$ cat config.mk
export PLATFORM = sky130hd
export DESIGN_NAME = water_sensor_conditioner_flat
export DESIGN_NICKNAME = d
export VERILOG_FILES = /design/src/rtl/wm_pkg.sv /design/src/rtl/water_sensor_conditioner_if.sv /design/src/rtl/level_debouncer.sv /design/src/rtl/water_sensor_conditioner.sv /design/src/flat_wrapper.sv
export SDC_FILE = /design/constraint.sdc
export NUM_CORES = 1
export LEC_CHECK = 0
export BUFFER_PORTS_ARGS = -buffer_cell sky130_fd_sc_hd__buf_2
export CAP_MARGIN = 20
export CORE_UTILIZATION = 41
export DETAILED_ROUTE_END_ITERATION = 8
export GPL_TIMING_DRIVEN = 0
export MAX_ROUTING_LAYER = met4
export SYNTH_ARGS = -nofsm -noshare
export SYNTH_HDL_FRONTEND = slang
export SYNTH_SLANG_ARGS = --single-unit
$ cat constraint.sdc
create_clock -name clk -period 4.18 [get_ports clk]
set_input_delay 0.418 -clock clk [delete_from_list [all_inputs] [get_ports clk]]
set_output_delay 0.418 -clock clk [all_outputs]
set_load 0.01 [all_outputs]
$ cat src/rtl/wm_pkg.sv
// Shared definitions for the water sensor conditioner: FSM state encoding,
// datapath widths and default tuning constants.
package wm_pkg;

  localparam int LEVEL_W = 3;
  localparam int TIMER_W = 8;
  localparam int CNT_W   = 4;

  localparam int DEF_STABLE_CYCLES = 4;
  localparam int DEF_FLOW_DEBOUNCE = 3;
  localparam int DEF_FILL_TIMEOUT  = 32;
  localparam int DEF_MAX_RETRIES   = 3;

  typedef enum logic [1:0] {
    IDLE    = 2'd0,
    FILLING = 2'd1,
    FAULT   = 2'd2,
    LOCKOUT = 2'd3
  } wm_state_e;

endpackage

$ cat src/rtl/water_sensor_conditioner_if.sv
// Bundle of sensor, controller and status signals around the conditioner.
interface water_sensor_conditioner_if;
  import wm_pkg::*;

  logic [LEVEL_W-1:0] raw_level;
  logic               raw_flow;
  logic               fill_req;
  logic [LEVEL_W-1:0] target_level;
  logic               retry;
  logic [LEVEL_W-1:0] level;
  logic               waterflow;
  logic               fill_done;
  logic               flow_fault;
  logic               lockout;
  logic [1:0]         fault_count;
  wm_state_e          state;

  // Signalling: there is no valid/ready pair. fill_req is a level held by the
  // controller for as long as it wants water; retry is a one-cycle pulse that
  // only acts in FAULT while fill_req is high; fill_done is a one-cycle pulse
  // and is never high together with flow_fault. All outputs are registered and
  // describe the state after the most recent clock edge. state is debug only.
  modport master (
    output raw_level, raw_flow, fill_req, target_level, retry,
    input  level, waterflow, fill_done, flow_fault, lockout, fault_count, state
  );

  modport slave (
    input  raw_level, raw_flow, fill_req, target_level, retry,
    output level, waterflow, fill_done, flow_fault, lockout, fault_count, state
  );

endinterface

$ cat src/rtl/level_debouncer.sv
// Generic bus debouncer: the output follows the raw bus only after the raw
// value has been sampled identical on STABLE_CYCLES consecutive edges.
module level_debouncer #(
  parameter int WIDTH         = 3,
  parameter int STABLE_CYCLES = 4
) (
  input  logic             clk,
  input  logic             reset,
  input  logic [WIDTH-1:0] raw,
  output logic [WIDTH-1:0] stable
);
  import wm_pkg::*;

  localparam logic [CNT_W-1:0] CNT_LAST = CNT_W'(STABLE_CYCLES - 1);

  logic [WIDTH-1:0] candidate;
  logic [CNT_W-1:0] cnt;

  // Track the current candidate and how many edges it has been seen; the
  // counter parks at its last value so a long-held value stays published.
  always_ff @(posedge clk) begin
    if (reset) begin
      candidate <= '0;
      cnt       <= '0;
      stable    <= '0;
    end else if (raw != candidate) begin
      candidate <= raw;
      cnt       <= CNT_W'(1);
    end else if (cnt == CNT_LAST) begin
      stable    <= candidate;
    end else begin
      cnt       <= cnt + CNT_W'(1);
    end
  end

endmodule

$ cat src/rtl/water_sensor_conditioner.sv
// Sits between raw tank sensors and the washing machine controller:
// debounces the level sensor, supervises fill requests, detects timeouts and
// flow loss, counts faults and locks out after repeated faults.
module water_sensor_conditioner
  import wm_pkg::*;
#(
  parameter int STABLE_CYCLES = DEF_STABLE_CYCLES,
  parameter int FLOW_DEBOUNCE = DEF_FLOW_DEBOUNCE,
  parameter int FILL_TIMEOUT  = DEF_FILL_TIMEOUT,
  parameter int MAX_RETRIES   = DEF_MAX_RETRIES
) (
  input logic                        clk,
  input logic                        reset,
  water_sensor_conditioner_if.slave  bus
);

  localparam logic [TIMER_W-1:0] TIMER_LAST = TIMER_W'(FILL_TIMEOUT - 1);
  localparam logic [CNT_W-1:0]   FLOW_LAST  = CNT_W'(FLOW_DEBOUNCE);
  localparam logic [1:0]         FAULT_MAX  = 2'(MAX_RETRIES);

  logic [LEVEL_W-1:0] level;
  logic [LEVEL_W-1:0] level_prev;
  wm_state_e          state;
  logic [TIMER_W-1:0] timer;
  logic [TIMER_W-1:0] timer_next;
  logic [CNT_W-1:0]   flow_cnt;
  logic [CNT_W-1:0]   flow_next;
  logic [1:0]         fault_count;
  logic [1:0]         fault_count_next;
  logic               waterflow;
  logic               fill_done;
  logic               flow_fault;
  logic               lockout;
  logic               level_rise;
  logic               level_reached;
  logic               fault_hit;

  level_debouncer #(
    .WIDTH         (LEVEL_W),
    .STABLE_CYCLES (STABLE_CYCLES)
  ) u_level_debouncer (
    .clk    (clk),
    .reset  (reset),
    .raw    (bus.raw_level),
    .stable (level)
  );

  // Next values of the fill supervision counters and the fault decision.
  // Both limits are tested on the value the counter is about to take, so a
  // rise in level on the same edge keeps the timer from faulting.
  always_comb begin
    level_rise       = level > level_prev;
    level_reached    = level >= bus.target_level;
    timer_next       = level_rise ? '0 : timer + TIMER_W'(1);
    flow_next        = bus.raw_flow ? '0 : flow_cnt + CNT_W'(1);
    fault_hit        = (flow_next == FLOW_LAST) || (timer_next == TIMER_LAST);
    fault_count_next = (fault_count == FAULT_MAX) ? fault_count : fault_count + 2'd1;
  end

  // Supervision FSM with registered status outputs.
  always_ff @(posedge clk) begin
    if (reset) begin
      state       <= IDLE;
      level_prev  <= '0;
      timer       <= '0;
      flow_cnt    <= '0;
      fault_count <= '0;
      waterflow   <= 1'b1;
      fill_done   <= 1'b0;
      flow_fault  <= 1'b0;
      lockout     <= 1'b0;
    end else begin
      level_prev <= level;
      fill_done  <= 1'b0;
      case (state)
        IDLE: begin
          if (bus.fill_req) begin
            state    <= FILLING;
            timer    <= '0;
            flow_cnt <= '0;
          end
        end
        FILLING: begin
          if (!bus.fill_req) begin
            state <= IDLE;
          end else if (level_reached) begin
            state     <= IDLE;
            fill_done <= 1'b1;
          end else if (fault_hit) begin
            fault_count <= fault_count_next;
            waterflow   <= 1'b0;
            if (fault_count_next == FAULT_MAX) begin
              state   <= LOCKOUT;
              lockout <= 1'b1;
            end else begin
              state      <= FAULT;
              flow_fault <= 1'b1;
            end
          end else begin
            timer    <= timer_next;
            flow_cnt <= flow_next;
          end
        end
        FAULT: begin
          if (!bus.fill_req) begin
            state      <= IDLE;
            flow_fault <= 1'b0;
            waterflow  <= 1'b1;
          end else if (bus.retry) begin
            state      <= FILLING;
            timer      <= '0;
            flow_cnt   <= '0;
            flow_fault <= 1'b0;
            waterflow  <= 1'b1;
          end
        end
        LOCKOUT: begin
          state <= LOCKOUT;
        end
        default: begin
          state <= IDLE;
        end
      endcase
    end
  end

  assign bus.level       = level;
  assign bus.waterflow   = waterflow;
  assign bus.fill_done   = fill_done;
  assign bus.flow_fault  = flow_fault;
  assign bus.lockout     = lockout;
  assign bus.fault_count = fault_count;
  assign bus.state       = state;

endmodule

$ cat src/flat_wrapper.sv
// flat-port wrapper written by rule: the top's interface ports become plain ports
module water_sensor_conditioner_flat import wm_pkg::*;
#(
  parameter int STABLE_CYCLES = DEF_STABLE_CYCLES,
  parameter int FLOW_DEBOUNCE = DEF_FLOW_DEBOUNCE,
  parameter int FILL_TIMEOUT  = DEF_FILL_TIMEOUT,
  parameter int MAX_RETRIES   = DEF_MAX_RETRIES
)
  (clk, reset, bus_raw_level, bus_raw_flow, bus_fill_req, bus_target_level, bus_retry, bus_level, bus_waterflow, bus_fill_done, bus_flow_fault, bus_lockout, bus_fault_count, bus_state);
  water_sensor_conditioner_if bus_i ();
  input logic clk;
  input logic reset;
  input wire logic [$bits(bus_i.raw_level)-1:0] bus_raw_level;
  input wire logic [$bits(bus_i.raw_flow)-1:0] bus_raw_flow;
  input wire logic [$bits(bus_i.fill_req)-1:0] bus_fill_req;
  input wire logic [$bits(bus_i.target_level)-1:0] bus_target_level;
  input wire logic [$bits(bus_i.retry)-1:0] bus_retry;
  output wire logic [$bits(bus_i.level)-1:0] bus_level;
  output wire logic [$bits(bus_i.waterflow)-1:0] bus_waterflow;
  output wire logic [$bits(bus_i.fill_done)-1:0] bus_fill_done;
  output wire logic [$bits(bus_i.flow_fault)-1:0] bus_flow_fault;
  output wire logic [$bits(bus_i.lockout)-1:0] bus_lockout;
  output wire logic [$bits(bus_i.fault_count)-1:0] bus_fault_count;
  output wire logic [$bits(bus_i.state)-1:0] bus_state;
  assign bus_i.raw_level = bus_raw_level;
  assign bus_i.raw_flow = bus_raw_flow;
  assign bus_i.fill_req = bus_fill_req;
  assign bus_i.target_level = bus_target_level;
  assign bus_i.retry = bus_retry;
  assign bus_level = bus_i.level;
  assign bus_waterflow = bus_i.waterflow;
  assign bus_fill_done = bus_i.fill_done;
  assign bus_flow_fault = bus_i.flow_fault;
  assign bus_lockout = bus_i.lockout;
  assign bus_fault_count = bus_i.fault_count;
  assign bus_state = bus_i.state;
  water_sensor_conditioner #(.STABLE_CYCLES(STABLE_CYCLES), .FLOW_DEBOUNCE(FLOW_DEBOUNCE), .FILL_TIMEOUT(FILL_TIMEOUT), .MAX_RETRIES(MAX_RETRIES)) u_core (.clk(clk), .reset(reset), .bus(bus_i));
endmodule
==> implementation parameters <==
Parameter                              Value

Status
  Outcome ... completed

STA
  Clock period minus worst slack ... 2340 ps
  TNS Setup ... 0 ps
  Slew of the pin with the lowest slew margin ... 542 ps
  Worst hold-check slack ... 363 ps
  Clock tree skew after final layout ... 11.1 ps
  Final hold violation count ... 0
  Final clock period utilization by the worst path ... a little under three fifths
  Count of pins over their slew limit ... 0
  Setup repair after global routing missed its margin ... false
  Final setup violation count ... 0
  Slew margin rel. ... between 60% and 70%
  Maximum frequency from static timing analysis ... 427 MHz

Clocking
  Number of instances resized during post-cts repair ... 0
  Setup Buffers After CTS ... 0
  Cts bufs inserted ... 5
  Clock insertion delay at the later pin of the skew report ... 290 ps
  Hold buffers post-CTS ... 0
  Cell at the root of the clock tree ... clkbuf_8
  H-Tree Level Count ... 2
  Clock transition at the register clock pins on the worst setup and hold paths after CTS ... 80 ps
  Clock tree sinks ... 33
  Worst-case clock buffer depth ... 2
  Clock tree from TritonCTS ... done

Yosys
  Combined area of all synthesized cells ... 1660 um^2
  Fraction of synthesized cell area taken by the top area cell type ... approximately 40%
  Synth top area cells ... dfxtp_1 40%, ha_1 6.8%, xor2_1 3.7%
  Syn nets ... around 200
  Top FF cell, synth ... dfxtp_1
  Synth area leader ... dfxtp_1
  Count of cell types in the netlist ... 48
  Async S/R FF share, synth ... 0%
  Total of flip-flops plus latches after synthesis ... 33
  Avg Inst Size Synth ... 9.35 um^2
  EDFF count, synth ... 0
  Sequential fraction of the synthesis area ... between 30% and 40%
  Count of synthesis-stage warnings from yosys ... 0
  Synthesized netlist cell count ... 177

Route
  DRC marker count from the first detailed-route iteration ... 46
  Drt total wl ... 3380 um
  Number of vias in the routed layout ... 1,366
  Wirelength per Cell ... 13.3 um
  Number of DRC violations after detailed routing ... 0
  Post-route antenna net violation count ... 0
  DR pass1 iterations ... 4
  Detail-routed via count per cell ... roughly 5.4

Global route
  Largest net degree at the start of global routing ... 13
  Via count of the first global-routing pass ... 1,308
  First-pass GRT wire length ... 5880 um
  Antenna violations before repair ... 0
  All-Layer GR Usage ... 18.8%
  Overflow left after global routing ... 0

Cells and area
  P&R area growth vs syn ... 18.3%
  Count of inserted antenna diode cells ... 0
  Number of nets at the end of the flow ... 225
  Final design utilization ... about half
  Proportion of layout cells with a drive suffix above 1 ... between 10% and 20%

Setup path
  Critical-path cell list ... ha_1 > nand2b_1 > a2111oi_1 > o21ai_1 > o21a_2 > and3_1 > a211o_1
  Number of cells traversed by the worst register-to-register path ... 7
  Critical Path Source Type ... flop
  Top cell family by delay on the critical path ... compound AO/OA/AOI/OAI gates
  Worst setup slack for register-to-register paths ... 1840 ps
  Arr. time, crit path ... 2520 ps
  Source of the worst register-to-register timing path ... u_core.timer[0]$_SDFFE_PP0P_
  Critical Path Max Stage Delay ... 430 ps
  Critical Setup Path Class ... reg -> reg
  Critical path buffers and inverters ... 0
  Kind of end point of the critical path ... flop
  Highest-delay cell along the critical path ... a2111oi_1
  Required time at the endpoint of the critical path ... roughly 4400 ps
  Critical Path Fanout Max ... 8
  Capture instance of the worst register-to-register path ... u_core.timer[4]$_SDFFE_PP0P_

Floorplan
  Core box area ... 3770 um^2
  Die outline width ... 65.5 um
  Die footprint ... 4300 um^2
  Cell Rows ... 22
  Top-level I/O count ... 22
  Die Height ... around 66 um
  Initial cell density of the core ... between 40% and 50%

Hold path
  Hold Path Stages ... 2
  Path category of the worst min-delay check ... in -> reg
  Worst Hold Endpoint ... u_core.u_level_debouncer.candidate[1]$_SDFFE_PP0P_
  Launch point of the worst hold path ... bus_raw_level[1]

Power and ir drop
  Total Power ... 728 uW
  Power per cell area ... 372 nW/um^2
  Total leakage power ... 0.858 nW
  Peak VDD IR ... slightly below 0.2 mV

Placement
  Final weighted congestion in routability-driven placement ... a little over 0.8
  Detailed placer's ending HPWL ... approximately 2500 um
  Quantity of I/O buffers inserted on ports ... 21

Flow run
  Number of maximum-capacitance violations ... 0
## flip-flops by register name, indices dropped and copies added (netlist names)
signal / cells
u_core.bus.waterflow: 1
u_core.u_level_debouncer.candidate: 3
u_core.bus.state: 2
u_core.bus.lockout: 1
u_core.flow_cnt: 4
u_core.bus.flow_fault: 1
u_core.bus.fault_count: 2
u_core.bus.fill_done: 1
u_core.timer: 8
u_core.level_prev: 3
u_core.u_level_debouncer.cnt: 4
u_core.u_level_debouncer.stable: 3
## cell usage in the layout (no fill, tap or decap), types with 2 or more instances in the layout
| cell type | count |
|---|---|
| o2bb2ai_1 | 2 |
| o21a_1 | 2 |
| a21oi_1 | 6 |
| nor2_1 | 14 |
| nand3b_1 | 2 |
| o21ai_1 | 2 |
| ha_1 | 9 |
| nor3_1 | 5 |
| nor3b_1 | 3 |
| buf_2 | 22 |
| nand3_1 | 7 |
| clkbuf_1 | 2 |
| a211oi_1 | 2 |
| o22ai_1 | 2 |
| inv_1 | 11 |
| clkbuf_8 | 5 |
| bufinv_16 | 2 |
| o21ai_0 | 6 |
| and3_1 | 5 |
| nand2_1 | 6 |
| a21o_1 | 2 |
| a22o_1 | 3 |
| nand2b_1 | 6 |
| a31oi_1 | 3 |
| dfxtp_1 | 33 |
| a221o_1 | 3 |
| mux2i_1 | 4 |
| o211ai_1 | 2 |
| nor2b_1 | 6 |
| xor2_1 | 7 |
| nor4_1 | 2 |
## Yosys cell counts (2+ instances only)
library cell,n
nor3b_1,3
inv_1,11
o21ai_0,6
o21ai_1,2
a21o_1,2
nand2b_1,6
nand2_1,6
a22o_1,3
nand3_1,7
a21oi_1,6
xor2_1,7
nand3b_1,2
nor3_1,5
mux2i_1,4
nor2b_1,6
a31oi_1,3
clkbuf_1,2
and3_1,5
nor2_1,14
ha_1,9
dfxtp_1,33
o2bb2ai_1,2
o211ai_1,2
a211oi_1,2
o22ai_1,2
a221o_1,3
nor4_1,2
o21a_1,2
## metrics by stage
stage,area (um^2),std cells,setup slack [ps]
finish,1960,254,1840
global route,1960,254,1560
CTS,1960,254,1840
detailed placement,1820,246,1820
global placement,1820,246,1880
floorplan,1660,177,2110
## cell type report
class                      count  area (um^2)
fill                         341         1810
inverter                      11         41.3
sequential                    33          661
clock buffer                   5         68.8
clock inverter                 3         68.8
timing repair buffer          21          105
buffer                         3         12.5
tap                           48         60.1
multi-input combinational    130          941
## worst reg2reg max path, cell delays in order (launching register included)
cell and delay (ps):
dfxtp_1 340, ha_1 260, nand2b_1 180, a2111oi_1 430
o21ai_1 270, o21a_2 330, and3_1 180, a211o_1 250
## how the worst max path moves through the flow
stage                            startpoint  cells past startpoint  slack [ps]                           end
6_report       u_core.timer[0]$_SDFFE_PP0P_                      7        1840  u_core.timer[4]$_SDFFE_PP0P_
5_1_grt        u_core.timer[0]$_SDFFE_PP0P_                      7        1560  u_core.timer[7]$_SDFFE_PP0P_
4_1_cts        u_core.timer[0]$_SDFFE_PP0P_                      7        1840  u_core.timer[4]$_SDFFE_PP0P_
3_5_place_dp            bus_target_level[2]                     10        1820  u_core.timer[7]$_SDFFE_PP0P_
3_3_place_gp   u_core.timer[0]$_SDFFE_PP0P_                      7        1880  u_core.timer[4]$_SDFFE_PP0P_
2_1_floorplan  u_core.timer[0]$_SDFFE_PP0P_                      7        2110  u_core.timer[4]$_SDFFE_PP0P_
## logic make-up (layout without fill, tap and decap cells)
logic type / Yosys count / count (layout) / synth area share (%)
and+or+nand+nor: 63 / 63 / 21.5
AOI/OAI and AO/OA: 45 / 45 / 21.2
DFF: 33 / 33 / 39.9
buffers and inverters: 14 / 43 / 3.25
adders and majority gates: 9 / 9 / 6.80
xor gates and xnor gates: 8 / 8 / 4.23
muxes: 5 / 5 / 3.10
## power by group
part           leakage, nW  internal (mW)  switching, mW  total (mW)
combinational        0.522         0.0171         0.0241      0.0412
sequential           0.267          0.318        0.00302       0.321
clock               0.0687          0.240          0.126       0.366
total                0.858          0.575          0.153       0.728
## routing by layer
layer	up-vias	routed length [um]	global-route usage, %
met5	-	0	-
met3	4	152	4.17
met4	0	31	9.78
li1	705	-	-
met1	630	1620	22.5
met2	27	1580	29.3
No activity file was read; power rests on OpenSTA's default activity.
